==> config.mk <==
export PLATFORM = sky130hd
export DESIGN_NAME = string_voice_bank
export DESIGN_NICKNAME = d
export VERILOG_FILES = /design/src/rtl/guitar_pkg.sv /design/src/rtl/string_voice.sv /design/src/rtl/string_voice_bank.sv
export SDC_FILE = /design/constraint.sdc
export NUM_CORES = 1
export LEC_CHECK = 0
export CAP_MARGIN = 20
export CORE_MARGIN = 2
export CORE_UTILIZATION = 40
export CTS_CLUSTER_SIZE = 10
export DETAILED_ROUTE_END_ITERATION = 16
export GPL_ROUTABILITY_DRIVEN = 1
export PLACE_DENSITY = 0.54
export REMOVE_ABC_BUFFERS = 1
export SYNTH_ARGS = -nofsm -noshare
export SYNTH_HDL_FRONTEND = slang
export SYNTH_SLANG_ARGS = --single-unit
==> constraint.sdc <==
create_clock -name clk -period 5.5 [get_ports clk]
set_input_delay 1.1 -clock clk [delete_from_list [all_inputs] [get_ports clk]]
set_output_delay 1.1 -clock clk [all_outputs]
set_load 0.02 [all_outputs]
==> src/rtl/guitar_pkg.sv <==
`default_nettype none
// +----------------------------------------------------------------------+
// | guitar_pkg                                                           |
// | Note encoding and half-period table shared by the string voices.    |
// | Revision: 1.0                                                        |
// +----------------------------------------------------------------------+
package guitar_pkg;

    typedef enum logic [2:0] {
        NOTE_A    = 3'd0,
        NOTE_B    = 3'd1,
        NOTE_C    = 3'd2,
        NOTE_D    = 3'd3,
        NOTE_E    = 3'd4,
        NOTE_F    = 3'd5,
        NOTE_G    = 3'd6,
        NOTE_MUTE = 3'd7
    } note_t;

    localparam int unsigned CLK_HZ = 25_000_000;

    // Half period in clocks at CLK_HZ; MUTE has no tone and maps to 0.
    function automatic logic [15:0] half_period(input note_t n);
        logic [15:0] hp;
        case (n)
            NOTE_A:  hp = 16'd56818;
            NOTE_B:  hp = 16'd50607;
            NOTE_C:  hp = 16'd47892;
            NOTE_D:  hp = 16'd42517;
            NOTE_E:  hp = 16'd37878;
            NOTE_F:  hp = 16'd35816;
            NOTE_G:  hp = 16'd31887;
            default: hp = 16'd0;
        endcase
        return hp;
    endfunction

endpackage
`default_nettype wire

==> src/rtl/string_voice.sv <==
`default_nettype none
// +----------------------------------------------------------------------+
// | string_voice                                                         |
// | One plucked string: square-wave phase counter and linear envelope.  |
// | Revision: 1.0                                                        |
// +----------------------------------------------------------------------+
module string_voice
    import guitar_pkg::*;
#(
    parameter int DIV_WIDTH = 16,
    parameter int AMP_WIDTH = 8
) (
    input  logic                 clk,
    input  logic                 rst_n,
    input  logic                 strum,
    input  logic [2:0]           note,
    input  logic                 tick,
    output logic                 active,
    output logic [AMP_WIDTH-1:0] sample
);

    localparam logic [AMP_WIDTH-1:0] c_AMP_MAX = '1;

    logic [2:0]           r_note;
    logic [DIV_WIDTH-1:0] r_phase;
    logic                 r_wave;
    logic [AMP_WIDTH-1:0] r_amp;
    logic [2:0]           w_note_eff;
    logic [DIV_WIDTH-1:0] w_reload;

    // A strum reloads from the incoming note, otherwise the latched one.
    assign w_note_eff = strum ? note : r_note;
    assign w_reload   = DIV_WIDTH'(half_period(note_t'(w_note_eff))) - DIV_WIDTH'(1);

    always_ff @(posedge clk or negedge rst_n) begin
        if (!rst_n) begin
            r_note  <= '0;
            r_phase <= '0;
            r_wave  <= 1'b0;
            r_amp   <= '0;
        end else if (strum) begin
            r_note <= note;
            if (note != NOTE_MUTE) begin
                r_amp   <= c_AMP_MAX;
                r_wave  <= 1'b1;
                r_phase <= w_reload;
            end else begin
                r_amp <= '0;
            end
        end else if (r_amp != '0) begin
            if (r_phase == '0) begin
                r_phase <= w_reload;
                r_wave  <= ~r_wave;
            end else begin
                r_phase <= r_phase - DIV_WIDTH'(1);
            end
            if (tick) begin
                r_amp <= r_amp - AMP_WIDTH'(1);
            end
        end
    end

    assign active = (r_amp != '0);
    assign sample = r_wave ? r_amp : '0;

endmodule
`default_nettype wire

==> src/rtl/string_voice_bank.sv <==
`default_nettype none
// +----------------------------------------------------------------------+
// | string_voice_bank                                                    |
// | Polyphonic string voices, mixer and first-order sigma-delta output. |
// | Revision: 1.0                                                        |
// +----------------------------------------------------------------------+
module string_voice_bank
    import guitar_pkg::*;
#(
    parameter  int NUM_VOICES  = 6,
    parameter  int DIV_WIDTH   = 16,
    parameter  int AMP_WIDTH   = 8,
    parameter  int DECAY_TICKS = 25000,
    localparam int SUM_W       = AMP_WIDTH + $clog2(NUM_VOICES)
) (
    input  logic                    clk,
    input  logic                    rst_n,
    input  logic [NUM_VOICES-1:0]   strum,
    input  logic [3*NUM_VOICES-1:0] note_sel,
    output logic [NUM_VOICES-1:0]   active,
    output logic [SUM_W-1:0]        mix,
    output logic                    audio_out
);

    localparam int              c_PRE_W    = (DECAY_TICKS > 1) ? $clog2(DECAY_TICKS) : 1;
    localparam logic [c_PRE_W-1:0] c_PRE_LAST = c_PRE_W'(DECAY_TICKS - 1);

    logic [c_PRE_W-1:0]   r_pre;
    logic                 w_tick;
    logic [AMP_WIDTH-1:0] w_sample [NUM_VOICES];
    logic [SUM_W-1:0]     w_sum;
    logic [SUM_W-1:0]     r_mix;
    logic [SUM_W:0]       r_acc;

    assign w_tick = (r_pre == c_PRE_LAST);

    always_ff @(posedge clk or negedge rst_n) begin
        if (!rst_n) begin
            r_pre <= '0;
        end else if (w_tick) begin
            r_pre <= '0;
        end else begin
            r_pre <= r_pre + c_PRE_W'(1);
        end
    end

    for (genvar gi = 0; gi < NUM_VOICES; gi++) begin : g_voice
        string_voice #(
            .DIV_WIDTH(DIV_WIDTH),
            .AMP_WIDTH(AMP_WIDTH)
        ) u_voice (
            .clk    (clk),
            .rst_n  (rst_n),
            .strum  (strum[gi]),
            .note   (note_sel[3*gi +: 3]),
            .tick   (w_tick),
            .active (active[gi]),
            .sample (w_sample[gi])
        );
    end

    // SUM_W is sized so the full-scale sum of all voices cannot overflow.
    always_comb begin
        w_sum = '0;
        for (int i = 0; i < NUM_VOICES; i++) begin
            w_sum = w_sum + SUM_W'(w_sample[i]);
        end
    end

    always_ff @(posedge clk or negedge rst_n) begin
        if (!rst_n) begin
            r_mix <= '0;
            r_acc <= '0;
        end else begin
            r_mix <= w_sum;
            r_acc <= {1'b0, r_acc[SUM_W-1:0]} + {1'b0, r_mix};
        end
    end

    assign mix       = r_mix;
    assign audio_out = r_acc[SUM_W];

endmodule
`default_nettype wire

* Word level (Yosys, flattened, before mapping)
Cells that the tools add are included.
** Word-level totals
- Bits in registers :: 206
- Bits of input ports :: 26
- Logic and storage cells :: 252
** Cells by class
- Bitwise operators :: 6
- Add/sub/neg operators :: 25
- Mux-type cells :: 91
- Equal/unequal tests :: 49
- Reduce and logical (&&, ||, !) cells :: 54
** Operator list (number)
- $pmux W16 S7 :: 6
- $mux W16 :: 24
- $mux W8 :: 30
- $sub A16 B1 Y16 const B :: 12
- $logic_not A16 Y1 :: 6
- $eq A3 B3 Y1 const B :: 18
- $reduce_bool A8 Y1 :: 6
- $sub A8 B1 Y8 const B :: 6
- $eq A3 B2 Y1 const B :: 12
- $reduce_bool A2 Y1 :: 18
- $mux W1 :: 24
- $reduce_and A2 Y1 :: 12
- $add A11 B8 Y11 :: 2
- $eq A3 B1 Y1 const B :: 6
- $logic_not A3 Y1 :: 6
- $mux W3 :: 6
- $ne A3 B3 Y1 const B :: 6
- $reduce_and A3 Y1 :: 6
- $add A15 B1 Y15 const B :: 1
- $eq A15 B15 Y1 const B :: 1
- $mux W15 :: 1
- $add A11 B11 Y12 :: 1
- $ne A2 B1 Y1 const B :: 6
- $add A10 B8 Y11 :: 1
- 3 further kinds :: 8

* Depth between registers and ports, before layout
- Word-level depth :: 7
- Mapped depth :: 15
- Mapped depth without buffers :: 14

* Modules after synthesis
From an unflattened synthesis, not the netlist that was laid out.
** Unflattened totals
- Cell total of the unflattened synthesis :: 1629
- Area, all modules :: 14722.9 um2
** By module, submodules not included
- string_voice :: area an instance 1961.9 um2, times used 6, cells each 222
- string_voice_bank :: area an instance 2951.6 um2, times used 1, cells each 297

* Worst setup path before layout
No wires, ideal clock.
- Path type :: register -> register
- From :: reg g_voice[0].u_voice.r_wave
- To :: reg r_mix[10] (netlist: mix[10])
- Slack :: 1664 ps
- Setup time :: 118 ps
- Clock period less this slack :: 3836 ps
- Data required time :: 5382 ps
- Cell stages (with the launch flop) :: 16
- Data arrival time :: 3718 ps
- Path through :: dfrtp_1 clkbuf_1 and2_1 fa_1 fa_1 inv_1 fa_1 inv_1 ha_1 fa_1 a21o_1 a21oi_1 o21bai_1 a21o_1 a21oi_1 nor2_1
** Between the ends
- Longest elaborated chain between the ends :: 6
** RTL lines
- start, declared :: line string_voice.sv:26 : logic r_wave;
- start signal, assigned :: line string_voice.sv:53 : r_wave <= ~r_wave;
- $mux W8 :: line string_voice.sv:64 : assign sample = r_wave ? r_amp : '0;
- $add A8 B8 Y9 :: line string_voice_bank.sv:66 : w_sum = w_sum + SUM_W'(w_sample[i]);
- $add A9 B8 Y10 :: line string_voice_bank.sv:66
- $add A10 B8 Y11 :: line string_voice_bank.sv:66
- $add A11 B8 Y11 (2 in series) :: line string_voice_bank.sv:66
- net w_sum[10] :: line string_voice_bank.sv:31 : logic [SUM_W-1:0] w_sum;
- end signal, assigned :: line string_voice_bank.sv:75 : r_mix <= w_sum;
- end, declared :: line string_voice_bank.sv:32 : logic [SUM_W-1:0] r_mix;
The timed path passes the listed nets, and every way through them passes these cells.
A chain may end at the register's enable or synchronous reset.

* Worst setup path in the final report
- From :: in strum[4]
- To :: reg g_voice[4].u_voice.r_phase[12]
** Between the ends
- Longest elaborated chain between the ends :: 7
** RTL lines
- start, declared :: line string_voice_bank.sv:18 : input logic [NUM_VOICES-1:0] strum,
- $mux W3
- $eq A3 B3 Y1, or another cell as far along :: line guitar_pkg.sv:25 : case (n)
- $pmux W16 S7 :: line guitar_pkg.sv:25
- $sub A16 B1 Y16 :: line string_voice.sv:33 : assign w_reload = DIV_WIDTH'(half_period(note_t'(w_note_eff))) - DIV_WIDTH'(1);
- $mux W16 :: line string_voice.sv:51 : if (r_phase == '0) begin
- $mux W16 :: line string_voice.sv:50 : end else if (r_amp != '0) begin
- $mux W16 :: line string_voice.sv:41 : end else if (strum) begin
- end signal, assigned :: line string_voice.sv:46 : r_phase <= w_reload;
- end signal, assigned :: line string_voice.sv:52 : r_phase <= w_reload;
- end signal, assigned :: line string_voice.sv:55 : r_phase <= r_phase - DIV_WIDTH'(1);
- end, declared :: line string_voice.sv:25 : logic [DIV_WIDTH-1:0] r_phase;
Parallel ways exist; a longest one is shown, timed or not. The select of a mux whose other input is x is not followed.

==> metrics.md <==
| Metric | Value |
|---|---|
| WHS Path Cells | `1` |
| Clk_lat worst skew | `0.53 ns` |
| Sequential-to-total area share from yosys stat | `34.87%` |
| Seq cells post-synth | `around 200` |
| Wirelength per Cell | `16.23 µm` |
| Status | `finished clean` |
| Critical Path AT | `4.57 ns` |
| # clock sinks | `just over 200` |
| Pins Over Slew Limit | `0` |
| CP Launch Type | `primary input` |
| Nets | `1,900` |
| Cell count after synthesis | `1,743` |
| Power Density | `396.9 nW/µm²` |
| Detailed Route Iter0 Violations | `761` |
| F_max | `242.9 MHz` |
| Top-count cell post-synth | `dfrtp_1` |
| Chip width | `196.2 µm` |
| Clk_skew | `0.01015 ns` |
| Antenna violations before repair | `0` |
| WP data required | `a little under 6 ns` |
| Layout cells sized above 1 | `5.124%` |
| DRC viols | `0` |
| Detailed Routing Iterations Pass 1 | `5` |
| Largest net degree at the start of global routing | `113` |
| CTS tree | `built` |
| Number of vias per cell | `5.704` |
| Tmin final | `4.117 ns` |
| Max VDD drop | `0.2678 mV` |
| Distinct cell type count after synthesis | `80` |
| Final number of setup-violating endpoints | `0` |
| GRT Util Overall | `approximately a fifth` |
| Kind of critical path | `primary input to flop` |
| Routed WL | `approximately 36,000 µm` |
| Hold Path Class | `flop to flop` |
| Number of max-cap violations | `0` |
| Crit-path max FO | `16` |
| Avg Cell Area, Syn | `8.481 µm²` |
| Area contributors post-synth | `dfrtp_1, ha_1, o21ai_0` |
| Area delta synth->final | `11.58%` |
| # port buffers | `43` |
| I/O pin cnt | `44` |
| Final Cycle Share | `74.85%` |
| Clk slew on worst S/H paths | `0.06 ns` |
| R2R depth | `14` |
| Slowest stage cell, crit path | `clkdlybuf4s50_1` |
| Warnings, synthesis | `0` |
| Hold buffer count at cts | `0` |
| Commonest cells in the netlist | `dfrtp_1, o21ai_0, nand2_1` |
| Post-CTS sizing | `0` |
| Clk buf depth | `3` |
| Area leader, netlist | `dfrtp_1` |
| Diodes inserted | `0` |
| CP Capture Type | `flop` |
| Endpoints failing hold | `0` |
| Number of buffers created by CTS | `27` |
| Root buffer cell | `clkbuf_16` |
| Leak | `a little under 7 nW` |
| Setup Fix Bufs, Post-CTS | `0` |
| RSZ-0062 raised after global routing | `no` |
| RD Place Congestion | `0.9032` |
| Dominant synthesized flop cell | `dfrtp_1` |
| Crit-path cells | `clkdlybuf4s50_1 -> mux2i_1 -> inv_1 -> nand2_1 -> a21boi_0 -> ha_1 -> nand4_1 -> o31ai_1 -> o21ai_1 -> or3b_1 -> a41oi_2` |
| Crit-path max cell delay | `0.90 ns` |
| Mapped cell area | `roughly 15,000 µm²` |
| DP HPWL | `25,740 µm` |
| Max transition margin | `~30%` |
| Cell row count | `70` |
| Worst Tran Pin Value | `1.038 ns` |
| H-tree depth | `1` |
| Vias in the first global route | `roughly 12,000` |
| Die area | `a little under 40,000 µm²` |
| First-pass GRT wire length | `61,370 µm` |
| Final ANT Viol Nets | `0` |
| Initial Utilization | `40.47%` |
| Yosys top cell area share | `34.87%` |
| Asr flop ratio synth | `100.0%` |
| Die height | `196.2 µm` |
| Core Area | `about 37,000 µm²` |
| Routed via count | `approximately 13,000` |
| Min Hold Slack | `~0.46 ns` |
| Total gr overflow | `0` |
| Final design utilization | `a little under half` |
| Setup Total Neg Slack | `0 ns` |
| Post-synth EDFFs | `0` |
==> stage by stage <==
step,std cells,power [mW],area [µm²],setup slack [ns]
detailed placement,2199,4.902,15660,0.8886
global route,2244,7.137,16490,1.045
floorplan,1664,4.187,14440,1.738
global placement,2198,4.854,15650,0.9825
finish,2244,6.546,16490,1.383
CTS,2243,6.629,16490,1.438
==> logic make-up after synthesis <==
kind of cell    share of synthesized area [%]
flops                                   34.87
compound gates                          22.48
fa+ha+maj                               11.24
simple gates                            20.39
mux                                     2.455
xor+xnor                                3.614
buf+inv                                 4.943
==> cells in the final DEF (no fill, tap or decap), types with 19 or more instances in the layout <==
cell	synthesis	layout
a21oi_1	132	132
a22o_1	25	25
and2_1	41	41
buf_4	6	23
clkbuf_16	0	27
clkdlybuf4s50_1	0	42
dfrtp_1	206	206
fa_1	33	33
ha_1	80	80
inv_1	90	90
mux2i_1	24	24
nand2_1	156	156
nand3_1	53	53
nand4_1	21	21
nor2_1	155	155
nor3_1	63	63
nor4_1	43	43
o21a_1	19	19
o21ai_0	191	190
or3_1	19	19
xnor2_1	33	33
xor2_1	28	28
==> where the power goes <==
part | internal, mW | switching (mW)
Sequential | 1.86 | 0.291
Combinational | 1.22 | 1.51
Clock | 1.01 | 0.655
==> state kept, by name (all words and copies together), names as in the netlist <==
name / cells
g_voice.u_voice.r_phase: 96
g_voice.u_voice.r_amp: 48
g_voice.u_voice.r_note: 18
r_pre: 15
r_acc: 12
mix: 11
g_voice.u_voice.r_wave: 6
==> critical path, delay by kind of cell <==
family / cells / cell delay [ns]
buf+inv: 2 / 1.20
compound gates: 4 / 0.78
simple gates: 3 / 0.67
mux: 1 / 0.50
fa+ha+maj: 1 / 0.31
==> worst paths after layout <==
check | startpoint | end | slack [ns]
setup / recovery | strum[4] | g_voice[4].u_voice.r_phase[12] | 1.38
hold / removal | r_pre[0] | r_pre[0] | 0.46
setup reg to reg | g_voice[2].u_voice.r_wave | mix[10] | 1.50
hold reg to reg | r_pre[0] | r_pre[0] | 0.46
max in group asynchronous | rst_n | g_voice[2].u_voice.r_note[1] | 3.81
min in group asynchronous | rst_n | g_voice[0].u_voice.r_phase[11] | 0.64
==> routing by layer <==
layer | part of all wire [%] | global-route usage (%) | vias up | wire length [µm]
met5 | 0 | 0 | - | 0
met4 | 1.9 | 4.966 | 0 | 702
met3 | 3.8 | 2.114 | 50 | 1394
met2 | 45 | 30.41 | 257 | 16510
met1 | 49 | 27.14 | 6135 | 17820
li1 | - | - | 6358 | -
==> final cells by class <==
type | count | area (µm²)
clock inverter | 5 | 50.05
sequential | 206 | 5155
timing repair buffer | 68 | 633.1
clock buffer | 39 | 780.7
inverter | 104 | 392.9
tap | 468 | 585.6
multi-input combinational | 1354 | 8896
fill | 3535 | 20030
(Power assumes the default switching activity.)
